**src/rtl/cdb_pkg.sv**
```systemverilog
// cdb_pkg: shared constants for the common data bus arbiter.
// Source ports are in fixed producer order.
package cdb_pkg;

  localparam int N_SRC  = 8;
  localparam int TAG_W  = 4;
  localparam int DATA_W = 32;

  localparam int TAG_NONE = 0;

  localparam int SRC_ADD1  = 0;
  localparam int SRC_ADD2  = 1;
  localparam int SRC_ADD3  = 2;
  localparam int SRC_MUL1  = 3;
  localparam int SRC_MUL2  = 4;
  localparam int SRC_LD1   = 5;
  localparam int SRC_LD2   = 6;
  localparam int SRC_SPARE = 7;

endpackage

```
**src/rtl/rr_picker.sv**
```systemverilog
// rr_picker: combinational round-robin select over a request vector.
// Search starts at ptr and wraps; first set bit wins.
module rr_picker #(
  parameter int N = 8,
  localparam int IW = (N > 1) ? $clog2(N) : 1
) (
  input  logic [N-1:0]  full,
  input  logic [IW-1:0] ptr,
  output logic [N-1:0]  grant,
  output logic [IW-1:0] idx,
  output logic          any
);

  // walk from ptr upward, wrapping, and stop at the first full slot
  always_comb begin
    int          s;
    logic [IW-1:0] k;
    grant = '0;
    idx   = '0;
    any   = 1'b0;
    for (int i = 0; i < N; i++) begin
      s = int'(ptr) + i;
      if (s >= N) s = s - N;
      k = IW'(s);
      if (!any && full[k]) begin
        any      = 1'b1;
        grant[k] = 1'b1;
        idx      = k;
      end
    end
  end

endmodule

```
**src/rtl/cdb_arbiter.sv**
```systemverilog
// cdb_arbiter: per-producer holding slots feeding one registered
// round-robin broadcast on the common data bus.
module cdb_arbiter
  import cdb_pkg::TAG_NONE;
#(
  parameter int N_SRC  = cdb_pkg::N_SRC,
  parameter int TAG_W  = cdb_pkg::TAG_W,
  parameter int DATA_W = cdb_pkg::DATA_W,
  localparam int IW = (N_SRC > 1) ? $clog2(N_SRC) : 1,
  localparam int PW = $clog2(N_SRC) + 1
) (
  input  logic                    clk,
  input  logic                    reset,
  input  logic [N_SRC-1:0]        req_valid,
  input  logic [N_SRC*TAG_W-1:0]  req_tag,
  input  logic [N_SRC*DATA_W-1:0] req_data,
  output logic [N_SRC-1:0]        req_ready,
  output logic                    cdb_valid,
  output logic [TAG_W-1:0]        cdb_tag,
  output logic [DATA_W-1:0]       cdb_data,
  output logic [IW-1:0]           cdb_src,
  output logic [PW-1:0]           pending,
  output logic                    tag0_drop
);

  logic [N_SRC-1:0]  full;
  logic [N_SRC-1:0]  full_nxt;
  logic [TAG_W-1:0]  tag_q  [N_SRC];
  logic [DATA_W-1:0] data_q [N_SRC];

  logic [TAG_W-1:0]  in_tag  [N_SRC];
  logic [DATA_W-1:0] in_data [N_SRC];
  logic [N_SRC-1:0]  store;
  logic [N_SRC-1:0]  zero;

  logic [IW-1:0]     ptr;
  logic [IW-1:0]     ptr_nxt;
  logic [N_SRC-1:0]  grant;
  logic [IW-1:0]     gidx;
  logic              gany;

  rr_picker #(
    .N (N_SRC)
  ) u_pick (
    .full  (full),
    .ptr   (ptr),
    .grant (grant),
    .idx   (gidx),
    .any   (gany)
  );

  // a slot can take a result when empty or when it drains this cycle
  always_comb begin
    req_ready = reset ? '0 : (~full | grant);
  end

  // split the flat request buses and classify accepted requests
  always_comb begin
    store = '0;
    zero  = '0;
    for (int i = 0; i < N_SRC; i++) begin
      in_tag[i]  = req_tag[i*TAG_W +: TAG_W];
      in_data[i] = req_data[i*DATA_W +: DATA_W];
      if (req_valid[i] && req_ready[i]) begin
        if (in_tag[i] == TAG_W'(TAG_NONE)) zero[i] = 1'b1;
        else store[i] = 1'b1;
      end
    end
  end

  // refill wins over grant so a streaming port loses no cycle
  always_comb begin
    full_nxt = full;
    for (int i = 0; i < N_SRC; i++) begin
      if (store[i]) full_nxt[i] = 1'b1;
      else if (grant[i]) full_nxt[i] = 1'b0;
    end
  end

  // next search start is one past the winner
  always_comb begin
    if (gidx == IW'(N_SRC - 1)) ptr_nxt = '0;
    else ptr_nxt = gidx + IW'(1);
  end

  // slot occupancy and round-robin pointer
  always_ff @(posedge clk) begin
    if (reset) begin
      full <= '0;
      ptr  <= '0;
    end else begin
      full <= full_nxt;
      if (gany) ptr <= ptr_nxt;
    end
  end

  // slot payload; only written on a stored transfer
  always_ff @(posedge clk) begin
    for (int i = 0; i < N_SRC; i++) begin
      if (store[i]) begin
        tag_q[i]  <= in_tag[i];
        data_q[i] <= in_data[i];
      end
    end
  end

  // registered broadcast; payload holds when there is no winner
  always_ff @(posedge clk) begin
    if (reset) begin
      cdb_valid <= 1'b0;
      cdb_tag   <= '0;
      cdb_data  <= '0;
      cdb_src   <= '0;
    end else begin
      cdb_valid <= gany;
      if (gany) begin
        cdb_tag  <= tag_q[gidx];
        cdb_data <= data_q[gidx];
        cdb_src  <= gidx;
      end
    end
  end

  // occupancy count and tag-0 discard pulse
  always_ff @(posedge clk) begin
    if (reset) begin
      pending   <= '0;
      tag0_drop <= 1'b0;
    end else begin
      pending   <= PW'($countones(full_nxt));
      tag0_drop <= |zero;
    end
  end

endmodule
```
**config.mk**
```make
export PLATFORM = sky130hd
export DESIGN_NAME = cdb_arbiter
export DESIGN_NICKNAME = d
export VERILOG_FILES = /design/src/rtl/cdb_pkg.sv /design/src/rtl/rr_picker.sv /design/src/rtl/cdb_arbiter.sv
export SDC_FILE = /design/constraint.sdc
export NUM_CORES = 1
export LEC_CHECK = 0
export ABC_AREA = 1
export CAP_MARGIN = 5
export CELL_PAD_IN_SITES_DETAIL_PLACEMENT = 0
export CELL_PAD_IN_SITES_GLOBAL_PLACEMENT = 1
export CORE_AREA = 2 2 216 218
export DETAILED_ROUTE_END_ITERATION = 10
export DIE_AREA = 0 0 218 220
export GPL_TIMING_DRIVEN = 0
export HOLD_SLACK_MARGIN = 0.06
export PLACE_DENSITY = 0.81
export RECOVER_POWER = 100
export SLEW_MARGIN = 10
export SYNTH_ARGS = -nofsm -noshare
export SYNTH_HDL_FRONTEND = slang
export SYNTH_HIERARCHICAL = 1
export SYNTH_SLANG_ARGS = --single-unit
```
**constraint.sdc**
```tcl
create_clock -name clk -period 9.2 [get_ports clk]
set_input_delay 1.38 -clock clk [delete_from_list [all_inputs] [get_ports clk]]
set_output_delay 1.38 -clock clk [all_outputs]
set_load 0.05 [all_outputs]
```
==> metrics.txt, run 1 <==
type of origin of the critical path flip-flop; final layout net count around 2.5k; dominant cells by area after synthesis edfxtp_1 (55%), nand2_1 (12%), nand3_1 (9.5%); kind of end point of the critical path primary output; grt ovf 0; RSZ-0062 raised after global routing false; setup TNS 0 ps; die extent in x about 220 um; Post-synth top flop edfxtp_1; number of core rows 79; area fraction in compound gates after synthesis 0.773%; largest area contributor in the synthesized netlist edfxtp_1; per-cell routed wire length 21.7 um; number of buffers added by the clock tree synthesis step 40; fillcell total around 4.4k; proportion of layout cells with a drive suffix above 1 6.03%; wire length of the first global-routing pass between 80,000 and 90,000 um; share of the synthesized area in the top cell type 54.5%; number of instances in the placed design 2,706; Post-Syn Area 15,900 um^2; Syn Nets 2,023; quantity of I/O buffers inserted on ports around 350; Clock Tree Buf Depth 3; number of storage elements in the synthesis netlist 344; total via count after detailed routing 13.7k; Reg clk slew, reported paths roughly 60 ps; CTS tree yes; Final ANT Viol Nets 0; leading cell type by number of instances after synthesis nand2_1; Fin Hold WS 506 ps; share of synthesized cell area in full adder, half adder and majority cells 1.37%; fin cells 2,803; footprint of the multi-input gates 4610 um^2; outcome finished, violations left; number of levels in the clock H-tree 2; Clk Latency, worst-skew pair 590 ps; number of slew-limit violations in the final report 31; failing checks capacitance limit, slew limit; DRC violation count after routing 0; xor and xnor area share after synthesis less than 1%; fraction of synthesized area in multiplexers 0%; transition time at the pin with the least slew margin 1630 ps; Worst Skew roughly 19 ps; vias in the first global route about 13k; Final setup violation count 0; final cell area excluding filler cells 21,500 um^2; Num Clock Sinks 344; hold-fix buffer count after cts 0; cell count after synthesis 1,710; I/O Pins between 300 and 400; largest net degree at the start of global routing 24; area growth from synthesis to final layout 35.4%; number of warnings reported in the yosys synthesis log 6; final critical-path required period 7300 ps; endpoint required time on the critical path 7820 ps; vias per std cell just under 5; 1st-iter DRT viols 1,249; max-cap check violation count 3; number of antenna violations at the first check in global routing 26; area of the core around 46,000 um^2; Initial Util 34.6%; asr flop ratio synth 0%; die span in y 220 um; headroom to the max-slew limit -8.98%; count of flip-flops with a built-in enable after synthesis 288; dpl hpwl 48,000 um; simple-gate share of the synthesized area a little over a quarter; library cell used as clock root buffer clkbuf_16; startpoint-to-endpoint class of the critical path flip-flop to primary output; postcts setup bufs 0; post-detailed-placement cell area 20,500 um^2; Cell variety after synth 34; Post-Synthesis Mean Instance Area around 9.3 um^2; main combinational cell family by area after synthesis simple AND/OR/NAND/NOR gates; Post-synth top cells nand2_1 (524), nand3_1 (302), edfxtp_1 (288), inv_1 (251), nor2_1 (76); Arr. time, crit path around 5900 ps; hold violation total from the final report 0; sequential cell area slightly below 10,000 um^2; total routed wirelength between 60,000 and 70,000 um; GR Util All Layers around a quarter; placer congestion estimate 0.896; Pre-Repair DR Iteration Count 5; sequential element share of the synthesized area 61.6%; quantity of gates resized following cts 0; crit path max fanout 10; worst hold path class flip-flop to flip-flop; Tcrit/Tclk final 79.3%; upper clock frequency limit about 140 MHz; die footprint 48,000 um^2
per-layer routing:
metal  track usage, %  part of all wire [%]
met5                0                 0.090
met4             7.03                   2.3
met3             4.62                   7.5
met2             44.0                    49
met1             31.9                    41
layout by cell type (no fill, tap or decap), drive strengths merged:
cell / netlist / layout
a21oi: 12 / 12
a31oi: 1 / 1
and2: 1 / 1
buf: 63 / 51
clkbuf: 20 / 126
clkdlybuf4s50: 0 / 8
clkinv: 4 / 20
clkinvlp: 0 / 1
dfxtp: 56 / 56
diode: 0 / 25
dlygate4sd3: 0 / 341
edfxtp: 288 / 288
fa: 4 / 4
ha: 11 / 11
inv: 262 / 263
nand2: 530 / 530
nand3: 308 / 308
nand3b: 2 / 2
nand4: 12 / 12
nor2: 83 / 83
nor3: 36 / 36
nor4: 6 / 6
o21ai: 7 / 7
o21bai: 2 / 2
or2: 1 / 1
xor2: 1 / 1
through the flow:
| stage | worst slack [ps] | utilization [%] |
|---|---|---|
| 5_1_grt | 1420 | 46.7 |
| 4_1_cts | 3240 | 47.3 |
| 3_5_place_dp | 3270 | 44.7 |
| 2_1_floorplan | 2700 | - |
| 6_report | 1900 | 46.8 |
| 3_3_place_gp | -1910 | 43.9 |
worst paths after layout:
| check | from | end | slack, ps | cells after the start |
|---|---|---|---|---|
| worst max-delay path | ptr[0] | req_ready[4] | 1900 | 19 |
| worst min-delay path | cdb_src[2] | cdb_src[2] | 510 | 2 |
| worst max register to register | ptr[0] | data_q[3][13] | 1970 | 23 |
| worst min register to register | cdb_src[2] | cdb_src[2] | 510 | 2 |
kinds of logic after synthesis:
kind of cell,after synthesis
flops,344
compound gates,22
simple gates,979
buf+inv,349
xor+xnor,1
fa+ha+maj,15
critical path, stage by stage, from the launching register on:
cell	delay [ps]
dfxtp_1	410
clkbuf_1	310
clkinvlp_2	310
clkbuf_1	360
clkbuf_1	330
ha_1	430
clkbuf_1	530
nand3_1	150
nand2_1	160
nor2_1	60
nor2_1	260
inv_2	60
clkbuf_1	260
nand3_1	180
nand3_1	80
nor2_1	130
nand3_1	150
nor2_1	300
nor2_1	90
dlygate4sd3_1	780
registers in the layout (all words and copies together), names as in the netlist:
signal,cells
full,8
cdb_tag,4
cdb_data,32
tag_q,32
ptr,3
data_q,256
cdb_src,3
tag0_drop,1
cdb_valid,1
pending,4
final cells by class:
| class | instances | area share, % |
|---|---|---|
| flip-flops and latches | 344 | 45.5 |
| multi-input cells | 1017 | 21.5 |
| clock inverters | 18 | 0.676 |
| repair buffers | 389 | 17.0 |
| diodes | 25 | 0.291 |
| well taps | 607 | 3.54 |
| inverters | 266 | 4.66 |
| plain buffers | 83 | 1.88 |
| clock buffers | 54 | 5.05 |
Power of run 1 is not shown: default switching activity piles up to over one toggle a cycle in this logic, so the estimate is an artifact.
==> run 2, diff against run 1 <==
- clock period: 9.2 -> 7.6 ns (I/O delays scaled with it)
==> metrics.txt, run 2 (synthesis results as in run 1) <==
outcome finished, violations left (unchanged); failing checks capacitance limit, slew limit (unchanged); most common cell after layout, fill and taps aside nand2_1 (unchanged); placer congestion estimate 0.896 (unchanged); Initial Util 34.6% (unchanged); leading registers by flop count data_q x256, cdb_data x32, tag_q x32 (unchanged); cell repeated most along the worst path clkbuf_1; commonest cells after routing, fill and taps aside nand2_1 (524), dlygate4sd3_1 (341), nand3_1 (302), edfxtp_1 (288), inv_1 (252) (unchanged); grt ovf 0 (unchanged); final critical-path required period roughly 6500 ps; worst hold path class flip-flop to flip-flop (unchanged); final layout net count 2,454 (unchanged); transition time at the pin with the least slew margin 1660 ps (was 1630 ps); max-cap check violation count 4 (was 3); type of origin of the critical path flip-flop (unchanged); area of the core 45,900 um^2 (unchanged); total routed wirelength 60,900 um (was 61,000 um); Pre-Repair DR Iteration Count 5 (unchanged); proportion of layout cells with a drive suffix above 1 6.17% (was 6.03%); delay-heaviest family, CP buffers and inverters (unchanged); die extent in x 218 um (unchanged); Reg clk slew, reported paths 60 ps (about the same); Most flops, register data_q (unchanged); Clk Latency, worst-skew pair 590 ps (about the same); largest net degree at the start of global routing 24 (unchanged); count of buffering cells on the critical path with inverters included 11 (was 8); vias per std cell 4.87 (was 4.88); quantity of I/O buffers inserted on ports 349 (unchanged); startpoint-to-endpoint class of the critical path flip-flop to flip-flop (was flip-flop to primary output); wire length of the first global-routing pass 87,300 um (unchanged); Clock Tree Buf Depth 3 (unchanged); worst-path cell chain buf_6, inv_4, buf_6, clkbuf_1, ha_1, clkbuf_1, nand3_1, nand2_1, nor2_1, nor2_1, inv_2, nor2_2, buf_4, nand3_1, nand3_1, nor2_1, nand3_1, nor2_1, nor4_1, clkbuf_1, clkbuf_1, clkbuf_1, clkbuf_1 (was clkbuf_1, clkinvlp_2, clkbuf_1, clkbuf_1, ha_1, clkbuf_1, nand3_1, nand2_1, nor2_1, nor2_1, inv_2, clkbuf_1, nand3_1, nand3_1, nor2_1, nand3_1, nor2_1, nor2_1, dlygate4sd3_1); crit path max fanout 10 (unchanged); critical-path cell with the highest stage delay nor4_1 (was dlygate4sd3_1); vias in the first global route 13.3k (unchanged); number of buffers added by the clock tree synthesis step 40 (unchanged); RSZ-0062 raised after global routing false (unchanged); kind of end point of the critical path flip-flop (was primary output); I/O Pins 351 (unchanged); Largest stage delay, worst path 1070 ps (was 780 ps); DRC violation count after routing 0 (unchanged); per-cell routed wire length 21.7 um (about the same); die span in y 220 um (unchanged); Final setup violation count 0 (unchanged); Tcrit/Tclk final 85.5%; number of core rows 79 (unchanged); flip-flop count of the largest register after layout 256 (unchanged); hold violation total from the final report 0 (unchanged); quantity of gates resized following cts 0 (unchanged); Num Clock Sinks 344 (unchanged); total via count after detailed routing 13.6k (was 13.7k); postcts setup bufs 0 (unchanged); number of levels in the clock H-tree 2 (unchanged); Worst Skew 20.6 ps (was 18.9 ps); die footprint 48,000 um^2 (unchanged); upper clock frequency limit ~150 MHz; CTS tree yes (unchanged); setup TNS 0 ps (unchanged); number of slew-limit violations in the final report 31 (unchanged); library cell used as clock root buffer clkbuf_16 (unchanged); hold-fix buffer count after cts 0 (unchanged); dpl hpwl 48,000 um (unchanged); headroom to the max-slew limit -10.5% (was -8.98%); GR Util All Layers 25.2% (unchanged); area growth from synthesis to final layout 35.5% (was 35.4%); Arr. time, crit path 6740 ps (was 5920 ps); Final ANT Viol Nets 0 (unchanged); number of antenna violations at the first check in global routing 26 (unchanged); endpoint required time on the critical path 7840 ps (was 7820 ps); 1st-iter DRT viols 1,298 (was 1,249)
-- run 2: changes by cell type in the layout (fill, tap and decap cells not counted), sizes merged --
cell	previous run	this run
clkbuf	126	124
inv	263	264
buf	51	53
clkinvlp	1	0
-- run 2: per-stage QoR --
step / area [um^2] / hold slack [ps] / worst slack [ps] / util [%] / cells
floorplan: 15900 / 475 / 1100 / - / 1710
global placement: 20100 / 484 / -3510 / 43.9 / 2666
detailed placement: 20500 / 490 / 1670 / 44.7 / 2706
CTS: 21700 / 506 / 1640 / 47.3 / 2778
global route: 21500 / 570 / 632 / 46.8 / 2787
finish: 21500 / 502 / 1100 / 46.9 / 2803
-- run 2: worst paths after layout --
path	from	to	slack, ps	depth (start not counted)
worst max-delay path	ptr[0]	data_q[3][13]	1100	23
worst min-delay path	cdb_src[2]	cdb_src[2]	500	2
worst max register to register	ptr[0]	data_q[3][13]	1100	23
worst min register to register	cdb_src[2]	cdb_src[2]	500	2
-- run 2: final cells by class --
class,instances,area [um^2]
multi-input combinational,1017,4610
clock buffer,54,1080
tap,607,759
sequential,344,9770
antenna,25,62.6
inverter,266,1000
fill,4382,24400
clock inverter,18,145
buffer,83,418
timing repair buffer,389,3640
-- run 2: worst register-to-register path, cell delays in order, from the launching register on --
cell and delay, ps:
dfxtp_1 420, buf_6 160, inv_4 50, buf_6 150, clkbuf_1 240, ha_1 440
clkbuf_1 510, nand3_1 150, nand2_1 150, nor2_1 60, nor2_1 260, inv_2 70
nor2_2 160, buf_4 200, nand3_1 80, nand3_1 80, nor2_1 50, nand3_1 90
nor2_1 100, nor4_1 1070, clkbuf_1 430, clkbuf_1 420, clkbuf_1 410, clkbuf_1 400
-- run 2: routing by layer --
layer | up-vias | wire [um] | global-route usage, %
li1 | 6445 | - | -
met1 | 6523 | 25000 | 31.9
met2 | 578 | 29700 | 44.0
met3 | 94 | 4740 | 4.62
met4 | 8 | 1410 | 7.03
met5 | - | 55 | 0
Power of run 2 is left out for the same reason.
